## src/rtl/nms_frame_ctrl.sv

```systemverilog
// nms_frame_ctrl -- frame sequencer around a line-buffered non-maximum
// suppression (NMS) stage for a corner detector.
//
// The block accepts one score pixel per clock for a whole frame and forwards
// it, one cycle later, to a downstream NMS buffer. That buffer shifts every
// clock, so any gap in the input stream is fatal to the frame. After the
// last pixel the block feeds zeros so the final rows drain out of the buffer.
// A second counter follows the NMS output stream. It tags each surviving
// corner with its (x, y) position and masks corners in a border of MARGIN
// pixels.
//
// Ports
//   i_clk, i_rst_n     clock (rising edge), async active-low reset
//   i_sof, i_v         start-of-frame (qualified by i_v), pixel valid
//   i_scr, i_is_corner 13-bit corner score and contiguity-test flag
//   o_ready            block accepts pixels (low only while flushing)
//   o_buf_v/scr/corner registered pixel stream to the NMS buffer
//   i_nms_v/corner     NMS result stream
//   o_pt_v/x/y         qualified corner point and its coordinates
//   o_frame_done       one-cycle pulse when the frame has fully drained
//   o_err              sticky frame error (cleared by the next good frame start)
module nms_frame_ctrl #(
  parameter int RES    = 320,
  parameter int ROWS   = 240,
  parameter int MARGIN = 3
) (
  input  logic                    i_clk,
  input  logic                    i_rst_n,
  input  logic                    i_sof,
  input  logic                    i_v,
  input  logic [12:0]             i_scr,
  input  logic                    i_is_corner,
  output logic                    o_ready,
  output logic                    o_buf_v,
  output logic [12:0]             o_buf_scr,
  output logic                    o_buf_corner,
  input  logic                    i_nms_v,
  input  logic                    i_nms_corner,
  output logic                    o_pt_v,
  output logic [$clog2(RES)-1:0]  o_pt_x,
  output logic [$clog2(ROWS)-1:0] o_pt_y,
  output logic                    o_frame_done,
  output logic                    o_err
);

  localparam int XW        = $clog2(RES);
  localparam int YW        = $clog2(ROWS);
  localparam int FLUSH_MAX = 3 * RES + 8;
  localparam int TW        = $clog2(FLUSH_MAX + 1);

  localparam logic [XW-1:0] X_LAST = XW'(RES - 1);
  localparam logic [YW-1:0] Y_LAST = YW'(ROWS - 1);
  localparam logic [TW-1:0] T_END  = TW'(FLUSH_MAX);
  localparam logic [TW-1:0] T_LAST = TW'(FLUSH_MAX - 1);

  // Border limits, compared as 32-bit unsigned so RES-MARGIN never wraps
  // inside a narrow coordinate width.
  localparam logic [31:0] X_LO = 32'(MARGIN);
  localparam logic [31:0] X_HI = 32'(RES - MARGIN);
  localparam logic [31:0] Y_LO = 32'(MARGIN);
  localparam logic [31:0] Y_HI = 32'(ROWS - MARGIN);

  typedef enum logic [1:0] {
    S_IDLE,
    S_RUN,
    S_FLUSH,
    S_ERR
  } state_t;

  state_t          state, next_state;
  logic [XW-1:0]   in_x, out_x;
  logic [YW-1:0]   in_y, out_y;
  logic            out_full;   // output count has reached RES*ROWS
  logic [TW-1:0]   tmr;        // flush timeout / error drain timer
  logic            frame_start;
  logic            fwd;
  logic            nms_ok;
  logic            in_last;
  logic            pt_hit;

  assign in_last = (in_x == X_LAST) && (in_y == Y_LAST);
  // NMS results are ignored in ERR and once the frame count has saturated.
  assign nms_ok  = i_nms_v && (state != S_ERR) && !out_full;
  assign pt_hit  = nms_ok && i_nms_corner &&
                   (32'(out_x) >= X_LO) && (32'(out_x) < X_HI) &&
                   (32'(out_y) >= Y_LO) && (32'(out_y) < Y_HI);

  always_comb begin
    // NOTE: every signal driven here gets a default first; a path that leaves
    // one unassigned would infer a latch.
    next_state  = state;
    frame_start = 1'b0;
    fwd         = 1'b0;
    unique case (state)
      S_IDLE: begin
        if (i_v && i_sof) begin
          frame_start = 1'b1;
          fwd         = 1'b1;
          next_state  = S_RUN;
        end
      end
      S_RUN: begin
        // The downstream buffer cannot absorb a bubble or a restarted frame.
        if (!i_v || i_sof) begin
          next_state = S_ERR;
        end else begin
          fwd = 1'b1;
          if (in_last) next_state = S_FLUSH;
        end
      end
      S_FLUSH: begin
        if (out_full)           next_state = S_IDLE;
        else if (tmr == T_LAST) next_state = S_ERR;
      end
      S_ERR: begin
        // A new frame is accepted only after the buffer has been drained.
        if ((tmr == T_END) && i_v && i_sof) begin
          frame_start = 1'b1;
          fwd         = 1'b1;
          next_state  = S_RUN;
        end
      end
      default: next_state = S_IDLE;
    endcase
  end

  // NOTE: state is updated with non-blocking assignments so every register
  // samples pre-edge values, independent of statement order.
  always_ff @(posedge i_clk or negedge i_rst_n) begin
    if (!i_rst_n) begin
      state        <= S_IDLE;
      in_x         <= '0;
      in_y         <= '0;
      out_x        <= '0;
      out_y        <= '0;
      out_full     <= 1'b0;
      tmr          <= '0;
      o_buf_v      <= 1'b0;
      o_buf_scr    <= '0;
      o_buf_corner <= 1'b0;
      o_pt_v       <= 1'b0;
      o_pt_x       <= '0;
      o_pt_y       <= '0;
      o_frame_done <= 1'b0;
      o_err        <= 1'b0;
      o_ready      <= 1'b0;
    end else begin
      state <= next_state;

      // Timer restarts on entry to FLUSH or ERR and saturates at FLUSH_MAX.
      if ((next_state != state) &&
          ((next_state == S_FLUSH) || (next_state == S_ERR))) begin
        tmr <= '0;
      end else if (((state == S_FLUSH) || (state == S_ERR)) && (tmr != T_END)) begin
        tmr <= tmr + 1'b1;
      end

      // Input counter holds the position of the next expected pixel.
      if (frame_start) begin
        in_x <= XW'(1);
        in_y <= '0;
      end else if (fwd) begin
        if (in_x == X_LAST) begin
          in_x <= '0;
          in_y <= in_y + 1'b1;
        end else begin
          in_x <= in_x + 1'b1;
        end
      end

      // Output counter follows the NMS stream; it stops at RES*ROWS.
      if (frame_start) begin
        out_x    <= '0;
        out_y    <= '0;
        out_full <= 1'b0;
      end else if (nms_ok) begin
        if (out_x == X_LAST) begin
          out_x <= '0;
          if (out_y == Y_LAST) begin
            out_y    <= '0;
            out_full <= 1'b1;
          end else begin
            out_y <= out_y + 1'b1;
          end
        end else begin
          out_x <= out_x + 1'b1;
        end
      end

      // Buffer sees the accepted pixel, otherwise zeros (flush, error, idle).
      o_buf_v      <= fwd;
      o_buf_scr    <= fwd ? i_scr : '0;
      o_buf_corner <= fwd && i_is_corner;

      o_pt_v <= pt_hit;
      if (pt_hit) begin
        o_pt_x <= out_x;
        o_pt_y <= out_y;
      end

      o_frame_done <= (state == S_FLUSH) && out_full;
      o_err        <= (next_state == S_ERR);
      o_ready      <= (next_state != S_FLUSH);
    end
  end

endmodule

```

## config.mk

```make
export PLATFORM = sky130hd
export DESIGN_NAME = nms_frame_ctrl
export DESIGN_NICKNAME = d
export VERILOG_FILES = /design/src/rtl/nms_frame_ctrl.sv
export SDC_FILE = /design/constraint.sdc
export NUM_CORES = 1
export LEC_CHECK = 0
export BUFFER_PORTS_ARGS = -buffer_cell sky130_fd_sc_hd__buf_2
export CAP_MARGIN = 20
export CELL_PAD_IN_SITES_DETAIL_PLACEMENT = 1
export CELL_PAD_IN_SITES_GLOBAL_PLACEMENT = 2
export CORE_ASPECT_RATIO = 0.9
export CORE_UTILIZATION = 40
export DETAILED_ROUTE_END_ITERATION = 12
export PLACE_DENSITY_LB_ADDON = 0.1
export SLEW_MARGIN = 20
export SYNTH_ARGS = -nofsm -noshare
export SYNTH_HDL_FRONTEND = slang
export SYNTH_SLANG_ARGS = --single-unit
```

## constraint.sdc

```tcl
create_clock -name i_clk -period 7.2 [get_ports i_clk]
set_clock_uncertainty 0.1 [all_clocks]
set_input_delay 0.72 -clock i_clk [delete_from_list [all_inputs] [get_ports i_clk]]
set_output_delay 0.72 -clock i_clk [all_outputs]
set_load 0.05 [all_outputs]
```

Word-level counts from Yosys, hierarchy flattened
Index checks and enable logic that the tools add are counted.
- add/subtract/negate cells: 5
- $lt $le $gt $ge: 4
- equality and inequality tests: 15
- multiplexer cells: 32
- reductions and logical operators: 30
- operator list (kind ; count):
    $mux 8 ; 7
    $mux 9 ; 6
    $eq 10x10->1 const B ; 2
    $mux 10 ; 2
    $add 9x1->9 const B ; 2
    $eq 9x9->1 const B ; 2
    $add 8x1->8 const B ; 2
    $eq 8x8->1 const B ; 2
    $logic_and 1x1->1 ; 15
    $mux 13 ; 1
    $mux 2 ; 6
    $reduce_bool 2->1 ; 6
    $add 10x1->10 const B ; 1
    $ne 10x10->1 const B ; 1
    $ge 9x2->1 const B ; 1
    $lt 9x9->1 const B ; 1
    $eq 2x2->1 const B ; 4
    $ge 8x2->1 const B ; 1
    $lt 8x8->1 const B ; 1
    $pmux 2 s4 ; 1
    $mux 1 ; 7
    $ne 2x2->1 const B ; 2
    $reduce_and 2->1 ; 2
    $logic_or 1x1->1 ; 3
    other kinds (7) ; 8
- register bits after elaboration: 83
- input port bits: 20
- output and inout bits: 36
- logic and storage cells: 102

Depth between registers and ports, before layout
Gate-level depths: netlist of run 1.
- depth in word-level cells: 9
- gate-level depth with buffers: 9
- depth with buffers taken out: 8

Least setup slack after synthesis of run 1
Ideal clock, no wire load.
- path type: reg-to-reg
- start: register state[0]
- end: register in_x[7]
- arrival: 2238 ps
- data required time: 7022 ps
- path slack: 4784 ps
- cell stages (with the launch flop): 9
- buffers on the path: 1
- cell sequence: dfrtp_1 inv_1 ha_1 nand4b_1 nor4_4 nor2_2 buf_6 or4_1 a21oi_1
- cells in the longest elaborated chain, start to end: 3
- elaborated cells between the ends (all ways): 7
- classes of those cells: eq/ne (2); mux (3); reduce/logical (2)
- RTL lines (what ; line ; RTL):
    start, declared ; 70 ; state_t state, next_state;
    start signal, assigned ; 148 ; state <= next_state;
    $eq 2x2->1, or another cell as far along ; 94 ; unique case (state)
    $pmux 1 s3 / $pmux 1 s2 (equally long branches) ; 94 ;
    $reduce_bool 2->1 (no line) / $mux 9 (equally long branches) ; - ;
    end signal, assigned ; 167 ; in_x <= in_x + 1'b1;
    end, declared ; 71 ; logic [XW-1:0] in_x, out_x;
Parallel ways exist; a longest one is shown, timed or not.
A chain may end at the register's enable or synchronous reset.

Worst setup path after layout of run 1
- start: register state[0]
- end: register o_pt_x[5]
- cells in the longest elaborated chain, start to end: 8
- RTL lines (what ; line ; RTL):
    $ne 2x2->1 ; 83 ; assign nms_ok = i_nms_v && (state != S_ERR) && !out_full;
    $logic_and 1x1->1 (2 in a row) ; 83 ;
    $logic_and 1x1->1 (2 in a row) ; 84 ; assign pt_hit = nms_ok && i_nms_corner &&
    $logic_and 1x1->1 (2 in a row) ; 85 ; (32'(out_x) >= X_LO) && (32'(out_x) < X_HI) &&
    $logic_and 1x1->1 ; 86 ; (32'(out_y) >= Y_LO) && (32'(out_y) < Y_HI);
    end signal, assigned ; 197 ; o_pt_x <= out_x;
    end, declared ; 40 ; output logic [$clog2(RES)-1:0] o_pt_x,
Every way passes these cells.

==> flow_metrics.env, run 1 <==
export IMPL_path_clk_slew_ns=0.06
export IMPL_fp_row_count=34
export IMPL_grt_overflow=0
export IMPL_first_iter_violations=125
export IMPL_yosysWarnings=0
export IMPL_status="finished clean"
export IMPL_die_h_um=97.8
export IMPL_drt_first_pass_iters=4
export IMPL_clk_latency_ns=0.34
export IMPL_final_area_um2=4800
export IMPL_cp_max_fo=18
export IMPL_dpl_instance_area_um2=4470
export IMPL_yosys_cell_count_top_type="dfrtp_1"
export IMPL_ir_drop_mv=0.149
export IMPL_synth_edf_count=0
export IMPL_synth_area_per_cell_um2=10.3
export IMPL_top_layer_used="met4"
export IMPL_met3WireLength_um=375
export IMPL_synthCells=394
export IMPL_root_buffer="clkbuf_16"
export IMPL_crit_path_end_kind="flop"
export IMPL_p_int_uw=941
export IMPL_grtUsageTotal_pct=19.5
export IMPL_wl_per_cell_um=16.1
export IMPL_cts_tree="done"
export IMPL_fin_crit_ns=2.95
export IMPL_finalSetupTns_ns=0
export IMPL_grt_pass1_wl_mm=16.2
export IMPL_grt_max_degree=84
export IMPL_core_area_um2=9780
export IMPL_hold_slack_ns=0.298
export IMPL_stdcell_count=582
export IMPL_synth_cell_types=51
export IMPL_ys_ff_latch=83
export IMPL_drt_met1_wl_mm=4.48
export IMPL_antenna_found_initial=0
export IMPL_cts_made_buffers=9
export IMPL_clkPwrFrac_pct=35.6
export IMPL_cts_setup_buffers=0
export IMPL_hold_viol_final=0
export IMPL_period_share_pct=41.0
export IMPL_cp_cell_sequence="ha_1 -> nor3b_2 -> o2111a_1 -> nand3_1 -> mux2_2"
export IMPL_tightest_slew_ns=0.844
export IMPL_cp_data_arrival_time_ns=3.06
export IMPL_netSwitchingFraction_pct=33.4
export IMPL_rsz0062_at_grt="no"
export IMPL_yosys_top_cells_area="dfrtp_1 (51%), mux2_2 (4.7%), nor2_1 (4.4%), xor2_1 (4.1%), ha_1 (3.7%)"
export IMPL_worst_path_max_delay_cell="nand3_1"
export IMPL_hold_class="primary input to asynchronous set/reset pin"
export IMPL_start_util_pct=41.7
export IMPL_path_buf_inv=0
export IMPL_yosysTopAreaCellShare_pct=51.0
export IMPL_die_w_um=108
export IMPL_path_delay_family="simple AND/OR/NAND/NOR gates"
export IMPL_yosysSeqAreaShare_pct=51.0
export IMPL_vias=3134
export IMPL_die_area_um2=10600
export IMPL_pin_count=56
export IMPL_cts_repair_resize_count=0
export IMPL_power_leakage_uw=0.00234
export IMPL_diodes=0
export IMPL_ctsHoldBuffers=0
export IMPL_crit_type="flop to flop"
export IMPL_wl_mm=9.36
export IMPL_p_per_area_nw_per_um2=294
export IMPL_drv_cap=0
export IMPL_synth_nets=426
export IMPL_drtAntennaViolNets=0
export IMPL_switching_power_uw=472
export IMPL_power_frac_seq_pct=40.6
export IMPL_ys_top_cells_by_count="dfrtp_1 (83), nor2_1 (48), nand2_1 (29)"
export IMPL_clockBufferDepth=2
export IMPL_areaGrowthSynthToFinish_pct=17.8
export IMPL_drv_slew=0
export IMPL_syn_area_um2=4080
export IMPL_worstPathRequired_ns=7.31
export IMPL_fillCellCount=1119
export IMPL_finalNetCount=483
export IMPL_dp_cells=566
export IMPL_dr_wl_met2_mm=4.40
export IMPL_drive_gt1_share_pct=21.7
export IMPL_grt_pass1_vias=3229
export IMPL_clock_sinks=83
export IMPL_synth_ff_type="dfrtp_1"
export IMPL_max_freq_mhz=339
export IMPL_remaining_drc_errors=0
export IMPL_r2r_slack_ns=4.25
export IMPL_combinationalPowerShare_pct=23.8
export IMPL_setup_viol=0
export IMPL_dp_hpwl_mm=6.52
export IMPL_cpPeakStageDelay_ns=0.60
export IMPL_synthArstFlopShare_pct=100
export IMPL_synth_area_leader_cell="dfrtp_1"
export IMPL_portBuffers=55
export IMPL_cts_max_level=3
export IMPL_vias_per_cell=5.38
export IMPL_start_kind="flop"
export IMPL_maxSlewHeadroom_pct=43.6
export IMPL_place_gp_congestion=0.832
## cell type report
class	instances	area [um^2]	area share, %
clock inverter	6	88.8	1.85
tap	126	158	3.28
inverter	14	52.6	1.09
timing repair buffer	56	289	6.02
clock buffer	10	239	4.98
sequential	83	2080	43.3
multi-input combinational	287	1900	39.5
## layout by cell type, fill, tap and decap left out, types with 3 or more instances in the layout
cell        n
o21ai_0    14
nand4_1     5
nand3_1    14
a311oi_1    3
nand3b_1    3
nor2_1     48
and2_1     16
ha_1       12
inv_1      14
and4_1      3
or3_1       4
or4_1       6
mux2_2     17
nand4b_1    4
a21oi_1    21
clkbuf_16   9
xnor2_1     5
and3_1      6
o211ai_1    5
nor4_1      5
nand2b_1    3
nand2_1    29
xor2_1     19
nor2b_1     4
nor3_1     12
buf_2      54
dfrtp_1    83
## power by group through the flow
| stage | Combinational (uW) | Sequential (uW) | Clock (uW) |
|---|---|---|---|
| CTS | 340 | 575 | 516 |
| floorplan | 191 | 630 | 0 |
| global route | 378 | 583 | 532 |
| finish | 336 | 574 | 503 |
| global placement | 332 | 581 | 0 |
| detailed placement | 339 | 583 | 0 |
## registers in the layout (all words and copies together), names as in the netlist
name / cells
in_x: 9
in_y: 8
o_buf_corner: 1
o_buf_scr: 13
o_buf_v: 1
o_err: 1
o_frame_done: 1
o_pt_v: 1
o_pt_x: 9
o_pt_y: 8
o_ready: 1
out_full: 1
out_x: 9
out_y: 8
state: 2
tmr: 10
## metal layers
metal,track usage [%],vias up
met5,0,-
met4,5.30,0
met3,5.14,13
met2,30.8,50
met1,26.5,1569
li1,-,1502
## kinds of logic (layout without fill, tap and decap cells)
| family | count (synthesis) | after routing | synth area share, % |
|---|---|---|---|
| flip-flops | 83 | 83 | 51.0 |
| AND/OR/NAND/NOR | 172 | 172 | 23.0 |
| AO/OA/AOI/OAI | 60 | 60 | 9.55 |
| adder cells (fa/ha/maj) | 12 | 12 | 3.68 |
| multiplexers | 19 | 19 | 5.19 |
| XOR/XNOR | 24 | 24 | 5.16 |
| buffers and inverters | 24 | 86 | 2.52 |
## metrics by stage
stage | utilization (%) | worst slack, ns | total power [uW]
floorplan | - | 4.78 | 821
global placement | 45.7 | 4.32 | 913
detailed placement | 45.7 | 4.25 | 922
CTS | 49.0 | 4.21 | 1430
global route | 49.1 | 4.05 | 1490
finish | 49.1 | 4.25 | 1410
## final timing paths
kind                       startpoint        end  cells after the start
hold / removal                i_rst_n  o_pt_y[5]                      1
max in group asynchronous     i_rst_n    in_y[4]                      1
hold reg to reg             o_pt_y[0]  o_pt_y[0]                      1
setup / recovery             state[0]  o_pt_x[5]                      5
setup reg to reg             state[0]  o_pt_x[5]                      5
min in group i_clk          o_pt_y[0]  o_pt_y[0]                      1
(Power assumes the default switching activity.)
==> run 2, diff against run 1 <==
--- a/config.mk
+++ b/config.mk
@@ -10,7 +10,7 @@
 export CELL_PAD_IN_SITES_DETAIL_PLACEMENT = 1
 export CELL_PAD_IN_SITES_GLOBAL_PLACEMENT = 2
 export CORE_ASPECT_RATIO = 0.9
-export CORE_UTILIZATION = 40
+export CORE_UTILIZATION = 33
 export DETAILED_ROUTE_END_ITERATION = 12
 export PLACE_DENSITY_LB_ADDON = 0.1
 export SLEW_MARGIN = 20
==> constraint.sdc (replaced) <==
create_clock -name i_clk -period 2.5 [get_ports i_clk]
set_clock_uncertainty 0.1 [all_clocks]
set_input_delay 0.25 -clock i_clk [delete_from_list [all_inputs] [get_ports i_clk]]
set_output_delay 0.25 -clock i_clk [all_outputs]
set_load 0.05 [all_outputs]
==> flow_metrics.env, run 2 (synthesis results as in run 1) <==
export IMPL_status="finished clean"
export IMPL_layout_commonest_cell="dfrtp_1"
export IMPL_cts_max_level=3
export IMPL_first_iter_violations=77
export IMPL_vias_per_cell=5.01
export IMPL_areaGrowthSynthToFinish_pct=24.9
export IMPL_diodes=0
export IMPL_start_kind="flop"
export IMPL_clkPwrFrac_pct=36.5
export IMPL_drv_cap=0
export IMPL_drive_gt1_share_pct=24.3
export IMPL_cpPeakStageDelay_ns=0.53
export IMPL_power_frac_seq_pct=38.8
export IMPL_clock_sinks=83
export IMPL_remaining_drc_errors=0
export IMPL_wl_mm=9.81
export IMPL_top_regs="o_buf_scr (13), tmr (10)"
export IMPL_die_area_um2=12800
export IMPL_total_power_uw=4250
export IMPL_cts_made_buffers=9
export IMPL_pin_count=56
export IMPL_wl_per_cell_um=15.3
export IMPL_worst_path_max_delay_cell="or4_1"
export IMPL_ir_drop_mv=0.502
export IMPL_grt_max_degree=52
export IMPL_finalNetCount=508
export IMPL_finalSetupTns_ns=0
export IMPL_place_gp_congestion=0.808
export IMPL_drt_first_pass_iters=4
export IMPL_cp_data_arrival_time_ns=2.43
export IMPL_cp_max_fo=12
export IMPL_crit_type="flop to flop"
export IMPL_switching_power_uw=1370
export IMPL_vias=3212
export IMPL_drv_slew=0
export IMPL_cp_cell_sequence="inv_1 -> ha_1 -> nand4b_1 -> nor4_4 -> nor2_2 -> or4_1 -> a21oi_1"
export IMPL_power_leakage_uw=0.00247
export IMPL_grt_pass1_vias=3329
export IMPL_fin_crit_ns=2.26
export IMPL_hold_class="primary input to flop"
export IMPL_setup_viol=0
export IMPL_portBuffers=55
export IMPL_core_area_um2=12000
export IMPL_cts_tree="done"
export IMPL_fp_row_count=38
export IMPL_layout_common_cells="dfrtp_1 (82), buf_2 (54), nor2_1 (48)"
export IMPL_clk_latency_ns=0.35
export IMPL_grt_pass1_wl_mm=17.1
export IMPL_dp_slack_ns=0.123
export IMPL_p_int_uw=2880
export IMPL_p_per_area_nw_per_um2=835
export IMPL_fin_ws_ns=0.245
export IMPL_largest_reg_flops=13
export IMPL_tightest_slew_ns=0.466
export IMPL_die_h_um=107
export IMPL_grtUsageTotal_pct=17.2
export IMPL_max_freq_mhz=443
export IMPL_path_delay_family="simple AND/OR/NAND/NOR gates"
export IMPL_seq_area_um2=2080
export IMPL_crit_path_end_kind="flop"
export IMPL_fin_util_pct=42.3
export IMPL_multiInputGateArea_um2=1900
export IMPL_drtAntennaViolNets=0
export IMPL_grt_overflow=0
export IMPL_clockBufferDepth=2
export IMPL_period_share_pct=90.2
export IMPL_largest_register="o_buf_scr"
export IMPL_path_buf_inv=1
export IMPL_die_w_um=119
export IMPL_hold_viol_final=0
export IMPL_rsz0062_at_grt="no"
export IMPL_netSwitchingFraction_pct=32.2
export IMPL_antenna_found_initial=0
export IMPL_maxSlewHeadroom_pct=68.7
export IMPL_dp_hpwl_mm=6.88
export IMPL_combinationalPowerShare_pct=24.7
export IMPL_start_util_pct=33.9
export IMPL_fillCellCount=1373
export IMPL_path_clk_slew_ns=0.06
export IMPL_worstPathRequired_ns=2.67
export IMPL_cts_setup_buffers=0
export IMPL_root_buffer="clkbuf_16"
==> run 2: final timing paths <==
check                      slack, ns  depth (start not counted)      start            end
max                             0.24                          7   state[0]        in_x[5]
min                             0.01                          2  i_scr[11]  o_buf_scr[11]
max reg2reg                     0.24                          7   state[0]        in_x[5]
min reg2reg                     0.40                          1  o_pt_y[2]      o_pt_y[2]
max in group asynchronous       1.36                          3    i_rst_n       state[0]
min in group asynchronous       0.30                          2    i_rst_n       out_y[3]
==> run 2: power groups by stage <==
stage,Combinational (uW),Sequential [uW],Clock (uW)
3_5_place_dp,1040,1680,0
4_1_cts,1060,1650,1610
2_1_floorplan,549,1820,0
6_report,1050,1650,1550
3_3_place_gp,1030,1670,0
5_1_grt,1180,1680,1650
==> run 2: through the flow <==
step	std cells	hold WS (ns)	area, um^2
floorplan	394	-0.146	4080
global placement	616	0.133	4640
detailed placement	616	0.131	4640
CTS	641	0.0000414	5080
global route	641	0.00452	5090
finish	641	0.0137	5090
==> run 2: what timing repair did <==
action                                  CTS  global route
hold endpoints to repair                 40             0
hold buffers                              9             0
gates resized for setup                   0             3
endpoints found under the setup margin    0             7
==> run 2: cell type report <==
class | count | share of cell area, %
Clock buffer | 10 | 4.70
Clock inverter | 6 | 2.19
Inverter | 14 | 1.03
Multi-Input combinational cell | 287 | 37.3
Sequential cell | 83 | 40.8
Tap cell | 160 | 3.93
Timing Repair Buffer | 81 | 9.98
==> run 2: layer usage <==
| metal | vias up | wire (um) | GRT usage (%) |
|---|---|---|---|
| met3 | 8 | 380 | 4.98 |
| met5 | - | 0 | 0 |
| met2 | 52 | 4740 | 27.8 |
| li1 | 1554 | - | - |
| met1 | 1598 | 4590 | 22.1 |
| met4 | 0 | 102 | 5.15 |
